File: src/rtl/sonata_xl_i2c_target.sv
// I2C register-file target: 7-bit addressed, NumRegs x 8-bit registers with an
// auto-incrementing pointer. The first written byte after the address sets the
// pointer; later written bytes fill registers. Reads stream registers from the pointer.
module sonata_xl_i2c_target #(
   parameter logic [6:0]  TargetAddr = 7'h50,
   parameter int unsigned NumRegs    = 16
) (
   input  logic                       clk_i,
   input  logic                       rst_ni,
   input  logic                       scl_i,
   input  logic                       sda_i,
   output logic                       sda_oe_o,
   input  logic [$clog2(NumRegs)-1:0] reg_addr_i,
   output logic [7:0]                 reg_rdata_o,
   output logic                       busy_o,
   output logic                       wr_pulse_o
);

   localparam int unsigned AW = $clog2(NumRegs);
   localparam logic [AW-1:0] PtrOne = AW'(1);

   typedef enum logic [2:0] {
      S_IDLE, S_ADDR, S_ADDR_ACK, S_RX, S_RX_ACK, S_TX, S_TX_ACK
   } state_t;

   state_t        r_state, w_state_nxt;
   logic          r_scl_meta, r_scl_sync, r_scl_prev;
   logic          r_sda_meta, r_sda_sync, r_sda_prev;
   logic [1:0]    r_warm;
   logic [3:0]    r_bit_cnt;
   logic [7:0]    r_shift;
   logic [AW-1:0] r_ptr;
   logic          r_first;
   logic          r_sda_oe;
   logic          r_wr_pulse;
   logic [7:0]    r_regs [NumRegs];

   logic w_det_en, w_start, w_stop, w_scl_rise, w_scl_fall, w_addr_match, w_byte_done;

   // Synchronise the pads and keep one-cycle-delayed copies for edge detection;
   // the warm-up counter masks detection until the delayed copies hold real pad values.
   always_ff @(posedge clk_i or negedge rst_ni) begin
      if (!rst_ni) begin
         r_scl_meta <= 1'b1;
         r_scl_sync <= 1'b1;
         r_scl_prev <= 1'b1;
         r_sda_meta <= 1'b1;
         r_sda_sync <= 1'b1;
         r_sda_prev <= 1'b1;
         r_warm     <= 2'd0;
      end else begin
         // NOTE: non-blocking assignments make this a true three-stage pipeline;
         // blocking ones would collapse it into a single flop.
         r_scl_meta <= scl_i;
         r_scl_sync <= r_scl_meta;
         r_scl_prev <= r_scl_sync;
         r_sda_meta <= sda_i;
         r_sda_sync <= r_sda_meta;
         r_sda_prev <= r_sda_sync;
         if (r_warm != 2'd3) r_warm <= r_warm + 2'd1;
      end
   end

   assign w_det_en     = (r_warm == 2'd3);
   assign w_start      = w_det_en &  r_scl_sync &  r_sda_prev & ~r_sda_sync;
   assign w_stop       = w_det_en &  r_scl_sync & ~r_sda_prev &  r_sda_sync;
   assign w_scl_rise   = w_det_en &  r_scl_sync & ~r_scl_prev;
   assign w_scl_fall   = w_det_en & ~r_scl_sync &  r_scl_prev;
   assign w_addr_match = (r_shift[7:1] == TargetAddr);
   assign w_byte_done  = (r_bit_cnt == 4'd8);

   // State register.
   always_ff @(posedge clk_i or negedge rst_ni) begin
      if (!rst_ni) r_state <= S_IDLE;
      else         r_state <= w_state_nxt;
   end

   // Next-state logic; bus conditions override any bit event in the same cycle.
   always_comb begin
      // NOTE: defaulting every always_comb output first prevents latch inference.
      w_state_nxt = r_state;
      if (w_start) begin
         w_state_nxt = S_ADDR;
      end else if (w_stop) begin
         w_state_nxt = S_IDLE;
      end else begin
         case (r_state)
            S_ADDR:     if (w_scl_fall && w_byte_done) w_state_nxt = w_addr_match ? S_ADDR_ACK : S_IDLE;
            S_ADDR_ACK: if (w_scl_fall) w_state_nxt = r_shift[0] ? S_TX : S_RX;
            S_RX:       if (w_scl_fall && w_byte_done) w_state_nxt = S_RX_ACK;
            S_RX_ACK:   if (w_scl_fall) w_state_nxt = S_RX;
            S_TX:       if (w_scl_fall && w_byte_done) w_state_nxt = S_TX_ACK;
            S_TX_ACK: begin
               if (w_scl_rise && r_sda_sync) w_state_nxt = S_IDLE;
               else if (w_scl_fall)          w_state_nxt = S_TX;
            end
            default:    w_state_nxt = r_state;
         endcase
      end
   end

   // Datapath: bit shifting, SDA drive, pointer and register file updates.
   always_ff @(posedge clk_i or negedge rst_ni) begin
      if (!rst_ni) begin
         r_bit_cnt  <= 4'd0;
         r_shift    <= 8'h00;
         r_ptr      <= '0;
         r_first    <= 1'b0;
         r_sda_oe   <= 1'b0;
         r_wr_pulse <= 1'b0;
         // NOTE: the register file is small and must read 0 after reset, so it is
         // reset explicitly here rather than left as uninitialised memory.
         for (int i = 0; i < NumRegs; i++) r_regs[i] <= 8'h00;
      end else begin
         r_wr_pulse <= 1'b0;
         if (w_start) begin
            r_bit_cnt <= 4'd0;
            r_sda_oe  <= 1'b0;
         end else if (w_stop) begin
            r_sda_oe  <= 1'b0;
         end else begin
            case (r_state)
               S_ADDR, S_RX: begin
                  if (w_scl_rise && !w_byte_done) begin
                     r_shift   <= {r_shift[6:0], r_sda_sync};
                     r_bit_cnt <= r_bit_cnt + 4'd1;
                  end
                  if (w_scl_fall && w_byte_done) begin
                     if (r_state == S_ADDR) begin
                        r_sda_oe <= w_addr_match;
                     end else begin
                        r_sda_oe <= 1'b1;
                        if (r_first) begin
                           r_ptr   <= r_shift[AW-1:0];
                           r_first <= 1'b0;
                        end else begin
                           r_regs[r_ptr] <= r_shift;
                           r_wr_pulse    <= 1'b1;
                           r_ptr         <= r_ptr + PtrOne;
                        end
                     end
                  end
               end
               S_ADDR_ACK: begin
                  if (w_scl_fall) begin
                     r_bit_cnt <= 4'd0;
                     if (r_shift[0]) begin
                        r_shift  <= r_regs[r_ptr];
                        r_sda_oe <= ~r_regs[r_ptr][7];
                     end else begin
                        r_sda_oe <= 1'b0;
                        r_first  <= 1'b1;
                     end
                  end
               end
               S_RX_ACK: begin
                  if (w_scl_fall) begin
                     r_sda_oe  <= 1'b0;
                     r_bit_cnt <= 4'd0;
                  end
               end
               S_TX: begin
                  if (w_scl_rise && !w_byte_done) r_bit_cnt <= r_bit_cnt + 4'd1;
                  if (w_scl_fall) begin
                     if (w_byte_done) begin
                        r_sda_oe <= 1'b0;
                        r_ptr    <= r_ptr + PtrOne;
                     end else begin
                        r_shift  <= {r_shift[6:0], 1'b0};
                        r_sda_oe <= ~r_shift[6];
                     end
                  end
               end
               S_TX_ACK: begin
                  // A NACK leaves on the rising edge, so a falling edge here means ACK.
                  if (w_scl_fall) begin
                     r_bit_cnt <= 4'd0;
                     r_shift   <= r_regs[r_ptr];
                     r_sda_oe  <= ~r_regs[r_ptr][7];
                  end
               end
               default: r_sda_oe <= 1'b0;
            endcase
         end
      end
   end

   assign sda_oe_o    = r_sda_oe;
   assign busy_o      = (r_state != S_IDLE);
   assign wr_pulse_o  = r_wr_pulse;
   assign reg_rdata_o = r_regs[reg_addr_i];

endmodule

File: config.mk
export PLATFORM = sky130hd
export DESIGN_NAME = sonata_xl_i2c_target
export DESIGN_NICKNAME = d
export VERILOG_FILES = /design/src/rtl/sonata_xl_i2c_target.sv
export SDC_FILE = /design/constraint.sdc
export NUM_CORES = 1
export LEC_CHECK = 0
export CORE_AREA = 2 2 123 125
export DETAILED_ROUTE_END_ITERATION = 16
export DIE_AREA = 0 0 125 127
export PLACE_DENSITY_LB_ADDON = 0.25
export SETUP_SLACK_MARGIN = 0.02
export SYNTH_ARGS = -nofsm -noshare
export SYNTH_HDL_FRONTEND = slang
export SYNTH_SLANG_ARGS = --single-unit
File: constraint.sdc
create_clock -name clk_i -period 2.8 [get_ports clk_i]
set_input_delay 0.56 -clock clk_i [delete_from_list [all_inputs] [get_ports clk_i]]
set_output_delay 0.56 -clock clk_i [all_outputs]
set_load 0.02 [all_outputs]
==> results of run 1 <==
==> layout by cell type, fill, tap and decap left out, types with 5 or more instances in the layout <==
cell             synthesis  routed
o21ai_0                 16      16
mux2_1                   5       5
ha_1                     7       7
mux4_2                  70      70
dfstp_2                  6       6
clkdlybuf4s50_1          0       7
inv_1                    6       6
a22oi_1                 14      14
dfrtp_1                152     151
clkbuf_16                0      17
mux2i_1                  8       8
nor2_1                  29      29
buf_4                    1      20
a21oi_1                 23      23
nand2_1                 16      16
buf_12                   0       8
mux2_2                 124     124
nor2_4                  12      12
==> stage by stage <==
stage / setup WS, ns / hold WS, ns
2_1_floorplan: 0.0974 / 0.264
3_3_place_gp: -0.442 / 0.350
3_5_place_dp: -0.485 / 0.348
4_1_cts: 0.00369 / 0.154
5_1_grt: 0.00173 / 0.178
6_report: 0.0486 / 0.138
==> layout make-up <==
class | instances | area (µm²) | share of cell area, %
sequential | 158 | 3960 | 40.8
tap | 184 | 230 | 2.37
inverter | 6 | 22.5 | 0.232
multi-input combinational | 396 | 4390 | 45.2
clock buffer | 20 | 437 | 4.49
clock inverter | 11 | 144 | 1.48
timing repair buffer | 48 | 536 | 5.51
==> flip-flops by register name, indices dropped and copies added, names as in the netlist, 2 cells and up <==
register,flops
r_state,3
r_bit_cnt,4
r_regs,128
r_warm,2
r_ptr,4
r_shift,8
==> per-layer routing <==
metal / routed length (µm) / track usage [%] / up-vias / part of all wire [%]
li1: - / - / 2362 / -
met1: 8530 / 37.2 / 2954 / 40
met2: 10700 / 46.0 / 226 / 50
met3: 1600 / 8.33 / 49 / 7.4
met4: 694 / 10.8 / 2 / 3.2
met5: 13 / 0 / - / 0.060
==> path summary, 6_finish.rpt <==
path                               start        endpoint  cells past startpoint
max                        reg_addr_i[0]  reg_rdata_o[6]                      5
min                               rst_ni     r_regs[120]                      1
max reg2reg                 r_bit_cnt[0]     r_regs[109]                      7
min reg2reg                   r_scl_meta      r_scl_sync                      0
max in group asynchronous         rst_ni      r_regs[68]                      2
min in group clk_i            r_scl_meta      r_scl_sync                      0
==> kinds of logic (layout without fill, tap and decap cells) <==
kind of cell             count (synthesis)  after routing
multiplexers                           207            207
AO/OA/AOI/OAI                           80             80
AND/OR/NAND/NOR                        100            100
adder cells (fa/ha/maj)                  7              7
buffers and inverters                   50             85
XOR/XNOR                                 2              2
flip-flops                             158            158
==> what timing repair did <==
action / CTS / global route
pin swaps: 0 / 0
hold endpoints to repair: 0 / 0
setup endpoints to repair: 8 / 3
resized for setup: 28 / 3
gates cloned: 2 / 0
==> power by group through the flow <==
stage	logic, mW	registers, mW	clock network (mW)
3_3_place_gp	0.514	2.75	0
6_report	0.548	2.74	2.32
3_5_place_dp	0.536	2.76	0
2_1_floorplan	0.553	2.48	0
5_1_grt	0.613	2.77	2.45
4_1_cts	0.553	2.72	2.34
==> worst register-to-register path, delay by kind of cell (launching register included) <==
family | cells | cell delay (ns)
simple gates | 4 | 1.32
flops | 1 | 0.41
mux | 1 | 0.41
fa+ha+maj | 1 | 0.15
buf+inv | 1 | 0.08
==> out/results.ini, run 1 <==
[drt]
wire_per_inst_um = 26.1
ant_nets = 0
drt_iter0_markers = 701
drcViolationCount = 0
vias_per_cell = 6.80
drt_pass1_iterations = 5
wirelength_um = 21500
vias = 5593

[synthesis]
synthAdderAreaFrac_pct = 1.02
yosys_warnings = 0
syn_avg_cell_area_um2 = 14.2
synth_mux_area_share_pct = 36.3
synth_top_family_by_area = multiplexers
synth_compound_area_share_pct = 6.04
synth_area_leaders = dfrtp_1 44%, mux4_2 18%, mux2_2 16%, dfstp_2 1.8%, nor2_4 1.6%
yosysSeqAreaShare_pct = 46.3
synthCells = 604
synthArstFlopShare_pct = 100
netlist_top_cells_count = 152 x dfrtp_1, 124 x mux2_2, 70 x mux4_2, 29 x nor2_1, 27 x clkbuf_1
ys_ff_latch = 158
ys_types = 58
synth.net_count = 619
synth_most_common_cell = dfrtp_1
synth_area_um2 = 8560
synth_ff_type = dfrtp_1
synth_xor_area_share_pct = 0.205
synth_top_cell_by_area = dfrtp_1
yosys.area_share.simple_pct = 7.72
synth_edf_count = 0
synth_top_cell_area_share_pct = 44.5

[clock_network]
clk-insertion-delay-late_ns = 0.42
numCtsBuffers = 17
cts_max_path_buffers = 2
cts_tree = done
cts_sinks = 158
ctsHtreeMaxLevel = 4
post_cts_buffers = 0
hold_buffers = 0
clk_pin_slew_ns = 0.06
cts_root_buffer = clkbuf_16

[global_route]
grt_pass1_vias = 5807
antenna_found_initial = 2
overflow = 0
grt_pass1_wl_um = 33900
grtUsageTotal_pct = 28.5
grt_max_degree = 67

[power_and_ir_drop]
powerDensity_nw_per_um2 = 577
p_clk_share_pct = 41.4
power_frac_comb_pct = 9.8
vdd_ir_drop_max_mv = 0.624
power_frac_seq_pct = 48.9
switchingPower_mw = 1.59
intPower_mw = 4.02
p_leak_nw = 4.34
total_power_mw = 5.61
netSwitchingFraction_pct = 28.3

[worst_setup_path]
critPathMostFrequentCell = mux4_2
slowest_stage = mux4_2
cp_max_fo = 8
crit_required_ns = 2.24
path_buf_inv = 3
start_kind = input pin
critPathCaptureType = primary output
max_stage_delay_ns = 0.51
crit_family = multiplexers
reg2reg_setup_slack_ns = 0.31
critPathArrivalTime_ns = 2.19
cp_cell_sequence = buf_4 > buf_12 > mux4_2 > mux4_2 > clkdlybuf4s15_1
crit_type = input pin to primary output

[floorplan]
ioPinCount = 19
dieArea_um2 = 15900
initial_core_util_pct = 59.3
coreArea_um2 = 14400
fp-row-count = 44
dieWidth_um = 125
die_y_um = 127

[layout]
postLayoutCoreUtil_pct = 67.4
final_nets = 642
num_antenna_cells = 0
fillers = 966
finalNonFillerCells = 823
syn_to_final_growth_pct = 13.6
fin_area_um2 = 9720
drive_gt1_share_pct = 46.0

[timing]
fin_setup_tns_ns = 0
relSlewSlack_pct = 50.2
finalHoldViolCount = 0
max_slew.worst_pin.slew_ns = 0.747
period_share_pct = 98.3
fmax_mhz = 363
finalMaxSlewViolations = 0
finalClockSkew_ns = 0.00862
setup_viol = 0
grt_setup_unrepaired = true
period_needed_ns = 2.75

[placement]
portBuffers = 18
placed_area_um2 = 9090
gp_congestion = 0.941
post-dp-hpwl_um = 14100
dp.cells = 790

[min_path]
hold_class = input pin to async pin

[status]
run_status = finished clean

[flow_run]
max_cap_viol_count = 0

(Power assumes the default switching activity.)
==> run 2, diff against run 1 <==
--- a/config.mk
+++ b/config.mk
@@ -9,6 +9,7 @@
 export DETAILED_ROUTE_END_ITERATION = 16
 export DIE_AREA = 0 0 125 127
 export PLACE_DENSITY_LB_ADDON = 0.25
+export REMOVE_ABC_BUFFERS = 1
 export SETUP_SLACK_MARGIN = 0.02
 export SYNTH_ARGS = -nofsm -noshare
 export SYNTH_HDL_FRONTEND = slang
==> out/results.ini, run 2 (synthesized netlist as in run 1, its figures left out) <==
[worst_setup_path]
crit_required_ns = 2.24  ; about the same
max_stage_delay_ns = 0.49  ; -0.02 ns
crit_family = buffers and inverters
crit_type = input pin to primary output
cp_cell_sequence = clkdlybuf4s15_2 > bufbuf_16 > mux4_2 > mux4_2 > clkdlybuf4s15_2
cp_max_fo = 16  ; +8
slowest_stage = mux4_2
critPathCaptureType = primary output
critPathArrivalTime_ns = 2.21  ; +0.02 ns
path_buf_inv = 3  ; unchanged
start_kind = input pin

[global_route]
grt_pass1_wl_um = 34800  ; +2.7%
grt_pass1_vias = 5968  ; +2.8%
grtUsageTotal_pct = 29.2  ; +0.68 points
grt_max_degree = 62  ; -7.5%
overflow = 0  ; unchanged
antenna_found_initial = 0  ; -2

[layout]
finalNonFillerCells = 823  ; unchanged
final_cell_mix = 151 x dfrtp_1, 124 x mux2_2, 70 x mux4_2
regMostFlops = r_regs
num_antenna_cells = 0  ; unchanged
largest_reg_flops = 128  ; unchanged
top_regs = r_regs (128), r_shift (8)
syn_to_final_growth_pct = 13.9
layout_commonest_cell = dfrtp_1
drive_gt1_share_pct = 46.8  ; +0.78 points
final_nets = 641  ; -0.16%

[drt]
ant_nets = 0  ; unchanged
drcViolationCount = 0  ; unchanged
vias = 5720  ; +2.3%
wirelength_um = 21800  ; +1.6%
drt_pass1_iterations = 5  ; unchanged
drt_iter0_markers = 498  ; -29%
wire_per_inst_um = 26.5  ; +1.6%
vias_per_cell = 6.95  ; +2.3%

[floorplan]
coreArea_um2 = 14400  ; unchanged
die_y_um = 127  ; unchanged
dieArea_um2 = 15900  ; unchanged
fp-row-count = 44  ; unchanged
ioPinCount = 19  ; unchanged
dieWidth_um = 125  ; unchanged
initial_core_util_pct = 59.3  ; unchanged

[clock_network]
post_cts_buffers = 0  ; unchanged
cts_max_path_buffers = 2  ; unchanged
cts_sinks = 158  ; unchanged
clk_pin_slew_ns = 0.07  ; about the same
cts_tree = done
ctsHtreeMaxLevel = 4  ; unchanged
hold_buffers = 0  ; unchanged
clk-insertion-delay-late_ns = 0.43  ; about the same
cts_root_buffer = clkbuf_16
numCtsBuffers = 17  ; unchanged

[power_and_ir_drop]
vdd_ir_drop_max_mv = 0.601  ; -3.8%
p_leak_nw = 4.35  ; +0.26%
powerDensity_nw_per_um2 = 583  ; +1.1%
total_power_mw = 5.68  ; +1.3%

[placement]
preCtsSetupSlack_ns = -0.483  ; +0.00222 ns
dp.cells = 789  ; -0.13%
gp_congestion = 0.841  ; -11%
portBuffers = 18  ; unchanged
post-dp-hpwl_um = 13900  ; -1.2%

[timing]
finalHoldViolCount = 0  ; unchanged
finalClockSkew_ns = 0.00963  ; +0.00101 ns
fin_setup_tns_ns = 0  ; unchanged
grt_setup_unrepaired = false
period_needed_ns = 2.77  ; +0.0180 ns
relSlewSlack_pct = 53.2  ; +3.0 points
fin_ws_ns = 0.0306  ; -0.0180 ns
fmax_mhz = 361  ; -0.65%
finalMaxSlewViolations = 0  ; unchanged
setup_viol = 0  ; unchanged
period_share_pct = 98.9  ; +0.64 points
max_slew.worst_pin.slew_ns = 0.702  ; -0.0457 ns

[status]
run_status = finished clean

[min_path]
hold_class = input pin to async pin

[flow_run]
max_cap_viol_count = 0  ; unchanged

-- run 2: changes by cell type in the layout (fill, tap and decap cells not counted), sizes merged --
| cell | change |
|---|---|
| inv | +4 |
| buf | -2 |
| clkinvlp | -2 |
| bufinv | -1 |
| clkbuf | +1 |
| clkdlybuf4s15 | +1 |
| clkinv | -1 |
-- run 2: worst paths after layout --
check	start	end	slack, ns	cells past startpoint
worst max-delay path	reg_addr_i[1]	reg_rdata_o[1]	0.03	5
worst max register to register	r_bit_cnt[0]	r_regs[77]	0.26	7
min in group clk_i	r_sda_meta	r_sda_sync	0.36	0
worst min register to register	r_sda_meta	r_sda_sync	0.36	0
worst min-delay path	rst_ni	r_regs[49]	0.07	1
max in group asynchronous	rst_ni	r_regs[109]	1.97	2
-- run 2: repair_timing --
action                                  4_1_cts  5_1_grt
gates resized for setup                      31        2
endpoints found under the setup margin        8        2
cloned                                        2        0
-- run 2: where the power goes --
group / switching [mW] / internal, mW
sequential: 0.324 / 2.38
combinational: 0.342 / 0.253
clock: 0.965 / 1.42
total: 1.63 / 4.05
-- run 2: layer usage --
layer | wire (µm) | GRT usage [%] | share of wire, % | up-vias
met4 | 578 | 10.3 | 2.6 | 0
li1 | - | - | - | 2373
met5 | 0 | 0 | 0 | -
met3 | 1680 | 8.04 | 7.7 | 43
met2 | 10900 | 47.7 | 50 | 279
met1 | 8720 | 38.2 | 40 | 3025
-- run 2: area by class of cell --
| type | count | area, µm² |
|---|---|---|
| Fill cell | 985 | 4680 |
| Clock inverter | 11 | 129 |
| Sequential cell | 158 | 3960 |
| Multi-Input combinational cell | 396 | 4390 |
| Timing Repair Buffer | 47 | 528 |
| Inverter | 6 | 22.5 |
| Clock buffer | 21 | 480 |
| Tap cell | 184 | 230 |
-- run 2: metrics by stage --
step / cell area [µm²] / utilization (%) / hold WS (ns)
3_3_place_gp: 9070 / 62.9 / 0.347
3_5_place_dp: 9070 / 62.9 / 0.347
6_report: 9740 / 67.6 / 0.0737
5_1_grt: 9740 / 67.6 / 0.0974
4_1_cts: 9750 / 67.6 / 0.0812
2_1_floorplan: 8380 / - / 0.264
==> run 3, diff against run 2 <==
--- a/config.mk
+++ b/config.mk
@@ -9,7 +9,6 @@
 export DETAILED_ROUTE_END_ITERATION = 16
 export DIE_AREA = 0 0 125 127
 export PLACE_DENSITY_LB_ADDON = 0.25
-export REMOVE_ABC_BUFFERS = 1
 export SETUP_SLACK_MARGIN = 0.02
 export SYNTH_ARGS = -nofsm -noshare
 export SYNTH_HDL_FRONTEND = slang
==> results of run 3 <==
Same layout as run 1: the final DEF is identical, and so are final timing and power.
